**src/rtl/dds_pkg.sv**
```systemverilog
// Shared types, core latencies and the round-robin channel picker for the
// DDS channel scheduler.
package dds_pkg;

  localparam int DDS_LAT_PLAIN  = 4;
  localparam int DDS_LAT_TAYLOR = 6;
  localparam int PHASE_DW_DEF   = 16;
  localparam int RR_MAX_CH      = 16;

  typedef logic [PHASE_DW_DEF-1:0] t_phase;

  typedef enum logic {
    ST_IDLE,
    ST_RUN
  } t_state;

  // First enabled channel at or after ptr, wrapping modulo num_ch.
  function automatic logic [3:0] rr_next(input logic [RR_MAX_CH-1:0] enable,
                                         input logic [3:0]           ptr,
                                         input int                   num_ch);
    int         idx;
    logic       found;
    logic [3:0] sel;
    sel   = '0;
    found = 1'b0;
    for (int i = 0; i < RR_MAX_CH; i++) begin
      idx = (int'(ptr) + i) % num_ch;
      if (!found && (i < num_ch) && enable[idx[3:0]]) begin
        sel   = idx[3:0];
        found = 1'b1;
      end
    end
    return sel;
  endfunction

endpackage

```
**src/rtl/dds_tag_pipe.sv**
```systemverilog
// Fixed-depth shift register carrying {valid, channel} alongside the DDS core
// pipeline so each core sample can be matched to the channel that issued it.
module dds_tag_pipe #(
  parameter int DEPTH = 4,
  parameter int WIDTH = 3
) (
  input  logic             clk,
  input  logic             reset_n,
  input  logic [WIDTH-1:0] din,
  output logic [WIDTH-1:0] dout
);

  logic [WIDTH-1:0] stage_q [DEPTH];
  logic [WIDTH-1:0] stage_d [DEPTH];

  always_comb begin
    stage_d[0] = din;
    for (int i = 1; i < DEPTH; i++) begin
      stage_d[i] = stage_q[i-1];
    end
  end

  always_ff @(posedge clk or negedge reset_n) begin
    if (!reset_n) begin
      for (int i = 0; i < DEPTH; i++) begin
        stage_q[i] <= '0;
      end
    end else begin
      stage_q <= stage_d;
    end
  end

  assign dout = stage_q[DEPTH-1];

endmodule

```
**src/rtl/dds_channel_scheduler.sv**
```systemverilog
// Time-multiplexes one sin/cos DDS core across NUM_CH tone channels, issuing
// one phase word per cycle round-robin and tagging returned samples by channel.
module dds_channel_scheduler
  import dds_pkg::*;
#(
  parameter int NUM_CH      = 4,
  parameter int PHASE_DW    = PHASE_DW_DEF,
  parameter int OUT_DW      = 16,
  parameter int DDS_LATENCY = DDS_LAT_PLAIN,
  parameter int CH_W        = $clog2(NUM_CH)
) (
  input  logic                  clk,
  input  logic                  reset_n,
  input  logic                  cfg_wr_en,
  input  logic [CH_W-1:0]       cfg_wr_ch,
  input  logic                  cfg_wr_sel,
  input  logic [PHASE_DW-1:0]   cfg_wr_data,
  input  logic [NUM_CH-1:0]     ch_enable,
  input  logic                  sync,
  output logic [PHASE_DW-1:0]   m_axis_phase_tdata,
  output logic                  m_axis_phase_tvalid,
  input  logic [2*OUT_DW-1:0]   s_axis_dds_tdata,
  input  logic                  s_axis_dds_tvalid,
  output logic [2*OUT_DW-1:0]   m_axis_out_tdata,
  output logic [CH_W-1:0]       m_axis_out_tuser,
  output logic                  m_axis_out_tvalid,
  output logic                  err_tag
);

  t_state              state_q, state_d;
  logic [PHASE_DW-1:0] acc_q  [NUM_CH];
  logic [PHASE_DW-1:0] acc_d  [NUM_CH];
  logic [PHASE_DW-1:0] ftw_q  [NUM_CH];
  logic [PHASE_DW-1:0] ftw_d  [NUM_CH];
  logic [PHASE_DW-1:0] poff_q [NUM_CH];
  logic [PHASE_DW-1:0] poff_d [NUM_CH];
  logic [CH_W-1:0]     ptr_q, ptr_d;
  logic [PHASE_DW-1:0] phase_data_q, phase_data_d;
  logic                phase_vld_q, phase_vld_d;
  logic [CH_W-1:0]     phase_ch_q, phase_ch_d;
  logic [2*OUT_DW-1:0] out_data_q, out_data_d;
  logic [CH_W-1:0]     out_user_q, out_user_d;
  logic                out_vld_q, out_vld_d;
  logic                err_q, err_d;
  logic [CH_W-1:0]     sel_ch;
  logic                issue;
  logic [CH_W:0]       tag_out;

  assign sel_ch = CH_W'(rr_next(RR_MAX_CH'(ch_enable), 4'(ptr_q), NUM_CH));
  // A sync cycle and the cycle enables drop to zero both suppress the issue.
  assign issue  = (state_q == ST_RUN) && (|ch_enable) && !sync;

  always_comb begin
    state_d      = state_q;
    acc_d        = acc_q;
    ftw_d        = ftw_q;
    poff_d       = poff_q;
    ptr_d        = ptr_q;
    phase_data_d = phase_data_q;
    phase_vld_d  = issue;
    phase_ch_d   = phase_ch_q;

    case (state_q)
      ST_IDLE: if (|ch_enable) state_d = ST_RUN;
      ST_RUN:  if (ch_enable == '0) state_d = ST_IDLE;
      default: state_d = ST_IDLE;
    endcase

    if (sync) begin
      for (int i = 0; i < NUM_CH; i++) begin
        acc_d[i] = '0;
      end
      ptr_d = '0;
    end else if (issue) begin
      phase_data_d  = acc_q[sel_ch] + poff_q[sel_ch];
      phase_ch_d    = sel_ch;
      acc_d[sel_ch] = acc_q[sel_ch] + ftw_q[sel_ch];
      ptr_d         = (sel_ch == CH_W'(NUM_CH - 1)) ? '0 : sel_ch + CH_W'(1);
    end

    // Writes land in the register file only, so an issue this cycle sees old values.
    if (cfg_wr_en && (int'(cfg_wr_ch) < NUM_CH)) begin
      if (cfg_wr_sel) poff_d[cfg_wr_ch] = cfg_wr_data;
      else            ftw_d[cfg_wr_ch]  = cfg_wr_data;
    end
  end

  dds_tag_pipe #(
    .DEPTH (DDS_LATENCY),
    .WIDTH (CH_W + 1)
  ) u_tag_pipe (
    .clk     (clk),
    .reset_n (reset_n),
    .din     ({phase_vld_q, phase_ch_q}),
    .dout    (tag_out)
  );

  always_comb begin
    out_data_d = out_data_q;
    out_user_d = out_user_q;
    out_vld_d  = s_axis_dds_tvalid;
    if (s_axis_dds_tvalid) begin
      out_data_d = s_axis_dds_tdata;
      out_user_d = tag_out[CH_W-1:0];
    end
    err_d = err_q | (s_axis_dds_tvalid != tag_out[CH_W]);
  end

  always_ff @(posedge clk or negedge reset_n) begin
    if (!reset_n) begin
      state_q      <= ST_IDLE;
      for (int i = 0; i < NUM_CH; i++) begin
        acc_q[i]  <= '0;
        ftw_q[i]  <= '0;
        poff_q[i] <= '0;
      end
      ptr_q        <= '0;
      phase_data_q <= '0;
      phase_vld_q  <= 1'b0;
      phase_ch_q   <= '0;
      out_data_q   <= '0;
      out_user_q   <= '0;
      out_vld_q    <= 1'b0;
      err_q        <= 1'b0;
    end else begin
      state_q      <= state_d;
      acc_q        <= acc_d;
      ftw_q        <= ftw_d;
      poff_q       <= poff_d;
      ptr_q        <= ptr_d;
      phase_data_q <= phase_data_d;
      phase_vld_q  <= phase_vld_d;
      phase_ch_q   <= phase_ch_d;
      out_data_q   <= out_data_d;
      out_user_q   <= out_user_d;
      out_vld_q    <= out_vld_d;
      err_q        <= err_d;
    end
  end

  assign m_axis_phase_tdata  = phase_data_q;
  assign m_axis_phase_tvalid = phase_vld_q;
  assign m_axis_out_tdata    = out_data_q;
  assign m_axis_out_tuser    = out_user_q;
  assign m_axis_out_tvalid   = out_vld_q;
  assign err_tag             = err_q;

endmodule

```
**config.mk**
```make
export PLATFORM = sky130hd
export DESIGN_NAME = dds_channel_scheduler
export DESIGN_NICKNAME = d
export VERILOG_FILES = /design/src/rtl/dds_pkg.sv /design/src/rtl/dds_tag_pipe.sv /design/src/rtl/dds_channel_scheduler.sv
export SDC_FILE = /design/constraint.sdc
export NUM_CORES = 1
export LEC_CHECK = 0
export ABC_AREA = 0
export CORE_ASPECT_RATIO = 0.5
export CORE_MARGIN = 2
export CORE_UTILIZATION = 25
export CTS_CLUSTER_DIAMETER = 100
export DETAILED_ROUTE_END_ITERATION = 10
export GPL_TIMING_DRIVEN = 0
export HOLD_SLACK_MARGIN = 0.08
export PLACE_DENSITY = 0.5
export SLEW_MARGIN = 15
export SYNTH_ARGS = -nofsm -noshare
export SYNTH_HDL_FRONTEND = slang
export SYNTH_SLANG_ARGS = --single-unit
```
**constraint.sdc**
```tcl
create_clock -name clk -period 10.9 [get_ports clk]
set_input_delay 2.18 -clock clk [delete_from_list [all_inputs] [get_ports clk]]
set_output_delay 2.18 -clock clk [all_outputs]
set_load 0.02 [all_outputs]
```
==> summary.txt <==
Logic synthesis
  • Top post-synthesis cells by area: dfrtp_1 (52%), mux2_2 (15%), nand2_1 (5.0%), a22o_1 (4.5%), ha_1 (2.8%)
  • XOR/XNOR Fraction of Synth Area: 0.0276
  • Fraction of registers with async set or reset after synthesis: 1.00
  • Synthesized flop and latch total: 262
  • Area share of the largest cell type after synthesis: 0.517
  • Post-synthesis sequential area ratio: 0.517
  • Syn Nets: 1,182
  • Post-Syn Area: 12,700 um^2
  • Mux contribution to synthesized area: 0.179
  • Yosys top cell by area: dfrtp_1
  • Largest family of logic cells by synthesized area: multiplexers
  • Simple-gate portion of the synthesized area: 0.102
  • Average instance area after synthesis: 11.6 um^2
  • Ys Warns: 0
  • Adder-cell share of the synthesized area: 0.0284
  • Cell variety after synth: 68
  • Compound-Gate Fraction of Synth Area: 0.116
  • Syn Inst Count: 1,094
  • Main synth FF type: dfrtp_1
  • EDFF count, synth: 0

Setup path
  • CP max-delay cell: clkbuf_1
  • Most used cell, CP: clkbuf_1
  • FF-to-FF setup slack: 4.76 ns
  • Bufs and invs on worst path: 6
  • Reg2reg start: ptr_q[1]
  • CP Class: in2reg
  • Startpoint types: input pin
  • Crit-path cells: clkdlybuf4s50_1, nand2b_1, o211a_1, nor2_2, buf_6, buf_6, clkbuf_1, clkbuf_1, clkbuf_1, a31oi_1, ha_1, ha_1, a31oi_1, o31ai_2, a41o_1, a21o_1, a41o_1, o41a_1, xor2_1, a22o_1
  • Crit path DAT: 8.31 ns
  • R2R Path End: acc_q[62]
  • Critical path's largest stage delay: 0.64 ns
  • Crit Path Max Fanout: 10
  • Top delay family on crit path: buffers and inverters
  • Critical Path Start: ch_enable[1]
  • Crit path to: acc_q[62]
  • Critical path endpoint category: flop
  • Cells on worst reg2reg path: 19
  • WP data required: 11.41 ns
  • Levels on crit path: 20

Final layout
  • Finished Cell Area: 15,700 um^2
  • Final core occ: 0.313
  • Share of cells above drive strength 1: 0.206
  • Syn-to-layout area delta: 23.7%
  • Fin cells: 1,951
  • Post-layout nets: 1,327

Timing
  • Fmax: 0.128 GHz
  • Fin crit share: 0.715
  • Final hold violations: 0
  • Final-report setup violation count: 0
  • Setup ws final: 3.10 ns
  • Slew Viols, Final: 0
  • Clock skew: 0.0258 ns
  • Slew @ Worst Pin: 1.06 ns
  • Max-slew headroom: 0.293
  • Fin Setup TNS: 0 ns
  • Min Clock Period, post-route: 7.80 ns
  • RSZ-0062 raised after global routing: no

Drt
  • Pre-antenna DRT Iters: 5
  • Vias/cell: 4.61
  • Total Wirelength: 36,800 um
  • WL/cell: 18.9 um
  • Final ANT Viol Nets: 0
  • Starting DRC count in detailed routing: 645
  • DRC Markers: 0
  • Vias: 8,993

Floorplan
  • Die height: 163 um
  • Initial Util: 0.253
  • Die Wd: 323 um
  • Rows: 58
  • Top Ports: 113
  • Core area: 50,100 um^2
  • Die Area: 52,700 um^2

Power and ir drop
  • Leakage: 0.00669 uW
  • Pwr Density: 233 nW/um^2
  • Worst vdd ir: 0.0000740 V

Global route
  • Initial antenna violation count: 1
  • Vias in the first global route: 8,849
  • Largest net degree at the start of global routing: 92
  • GRT Overall Usage: 0.140
  • Overflow after GRT: 0
  • First-pass GRT wire length: 56,200 um

Status
  • Status: completed

Place
  • DP Worst Slack: 2.58 ns
  • Placed insts: 1,898
  • Port Buffers: 108
  • Gpl congestion: 0.814
  • Placed cell areas: 14,800 um^2
  • DP HPWL: 26,000 um

Clock network
  • Root buffer cell: clkbuf_16
  • Worst-skew pair later-pin latency: 0.58 ns
  • Clock sink count: 262
  • Inserted Clock Buffers: 29
  • CTS resizes: 0
  • Post-CTS Setup Inserts: 0
  • CTS tree: yes
  • CTS Hold Bufs: 0
  • H-tree depth: 1
  • Clock Path Buffers: 3
  • Reg clk slew, reported paths: 0.06 ns

Hold path
  • HP Class: reg2reg

Run
  • Max Cap Viol: 0
worst min path at each step:
stage                                     start                    end  slack (ns)  cells after the start
final                     u_tag_pipe.stage_d[5]  u_tag_pipe.stage_d[2]        0.35                      0
after global routing      u_tag_pipe.stage_d[6]  u_tag_pipe.stage_d[3]        0.36                      0
after CTS                 u_tag_pipe.stage_d[2]     u_tag_pipe.dout[2]        0.35                      0
after detailed placement  u_tag_pipe.stage_d[0]     u_tag_pipe.dout[0]        0.33                      0
after global placement    u_tag_pipe.stage_d[5]  u_tag_pipe.stage_d[2]        0.33                      0
after floorplan           u_tag_pipe.stage_d[0]     u_tag_pipe.dout[0]        0.33                      0
power breakdown:
part | switching (uW) | internal [uW] | total [uW]
Combinational | 800 | 582 | 1380
Clock | 419 | 545 | 963
Sequential | 112 | 1190 | 1300
logic make-up after synthesis:
kind of cell	after synthesis
and+or+nand+nor	280
DFF	262
muxes	203
AOI/OAI and AO/OA	197
buffers and inverters	83
xor gates and xnor gates	40
adders and majority gates	29
cell usage in the layout, fill, tap and decap left out, types with 29 or more instances in the layout:
| cell type | instances |
|---|---|
| dfrtp_1 | 262 |
| nand2_1 | 169 |
| mux2_2 | 168 |
| clkdlybuf4s50_1 | 107 |
| a22o_1 | 65 |
| clkbuf_1 | 54 |
| a31oi_1 | 33 |
| mux2i_1 | 31 |
| xnor2_1 | 29 |
| clkbuf_16 | 29 |
worst reg2reg max path, stage by stage, from the launching register on:
cell      delay, ns
dfrtp_1        0.44
and2_4         0.20
o211a_1        0.28
nor2_2         0.21
buf_6          0.23
buf_6          0.23
clkbuf_1       0.42
clkbuf_1       0.58
clkbuf_1       0.65
a31oi_1        0.30
ha_1           0.31
ha_1           0.19
a31oi_1        0.27
o31ai_2        0.16
a41o_1         0.29
a21o_1         0.22
a41o_1         0.26
o41a_1         0.32
xor2_1         0.32
a22o_1         0.22
cell usage after synthesis (3+ instances only):
library cell / n
o211ai_1: 4
and3_1: 28
inv_2: 4
a211oi_2: 3
dfrtp_1: 262
nand2b_1: 7
nor3b_1: 4
and2_1: 5
o31ai_1: 3
buf_1: 9
o21ai_0: 22
nand4b_1: 3
nor2_1: 14
a21o_1: 9
ha_1: 28
nor3_1: 4
mux2_2: 168
o21ai_1: 4
clkbuf_1: 46
a22o_1: 65
inv_1: 17
buf_6: 4
a31oi_1: 33
a21oi_1: 28
nand2_1: 169
xnor2_1: 29
xor2_1: 11
mux2i_1: 31
nand3_1: 28
and2_0: 3
routing by layer:
metal,routed length [um],GRT usage
met5,0,0
met4,770,0.0321
met3,1470,0.0185
met2,16500,0.220
met1,18000,0.202
flip-flops by register name, summed over array words and instances (netlist names):
name and count:
state_q 1, m_axis_out_tvalid 1, ptr_q 2, phase_ch_q 2, acc_q 64, ftw_q 64
poff_q 64, u_tag_pipe.stage_d 9, m_axis_phase_tvalid 1, m_axis_phase_tdata 16, err_tag 1, m_axis_out_tuser 2
u_tag_pipe.dout 3, m_axis_out_tdata 32
through the flow:
stage          hold WS (ns)  power, uW
4_1_cts               0.351       3690
3_5_place_dp          0.335       2700
6_report              0.345       3650
5_1_grt               0.356       3880
2_1_floorplan         0.331       2230
3_3_place_gp          0.332       2690
layout make-up:
cell class / count / area [um^2]
multi-input cells: 749 / 5780
fillers: 5139 / 34500
clock inverters: 11 / 111
flip-flops and latches: 262 / 6560
plain buffers: 62 / 292
well taps: 690 / 863
repair buffers: 114 / 1200
clock buffers: 41 / 811
diodes: 1 / 2.50
inverters: 21 / 78.8
Power figures use the tool's default switching activity.
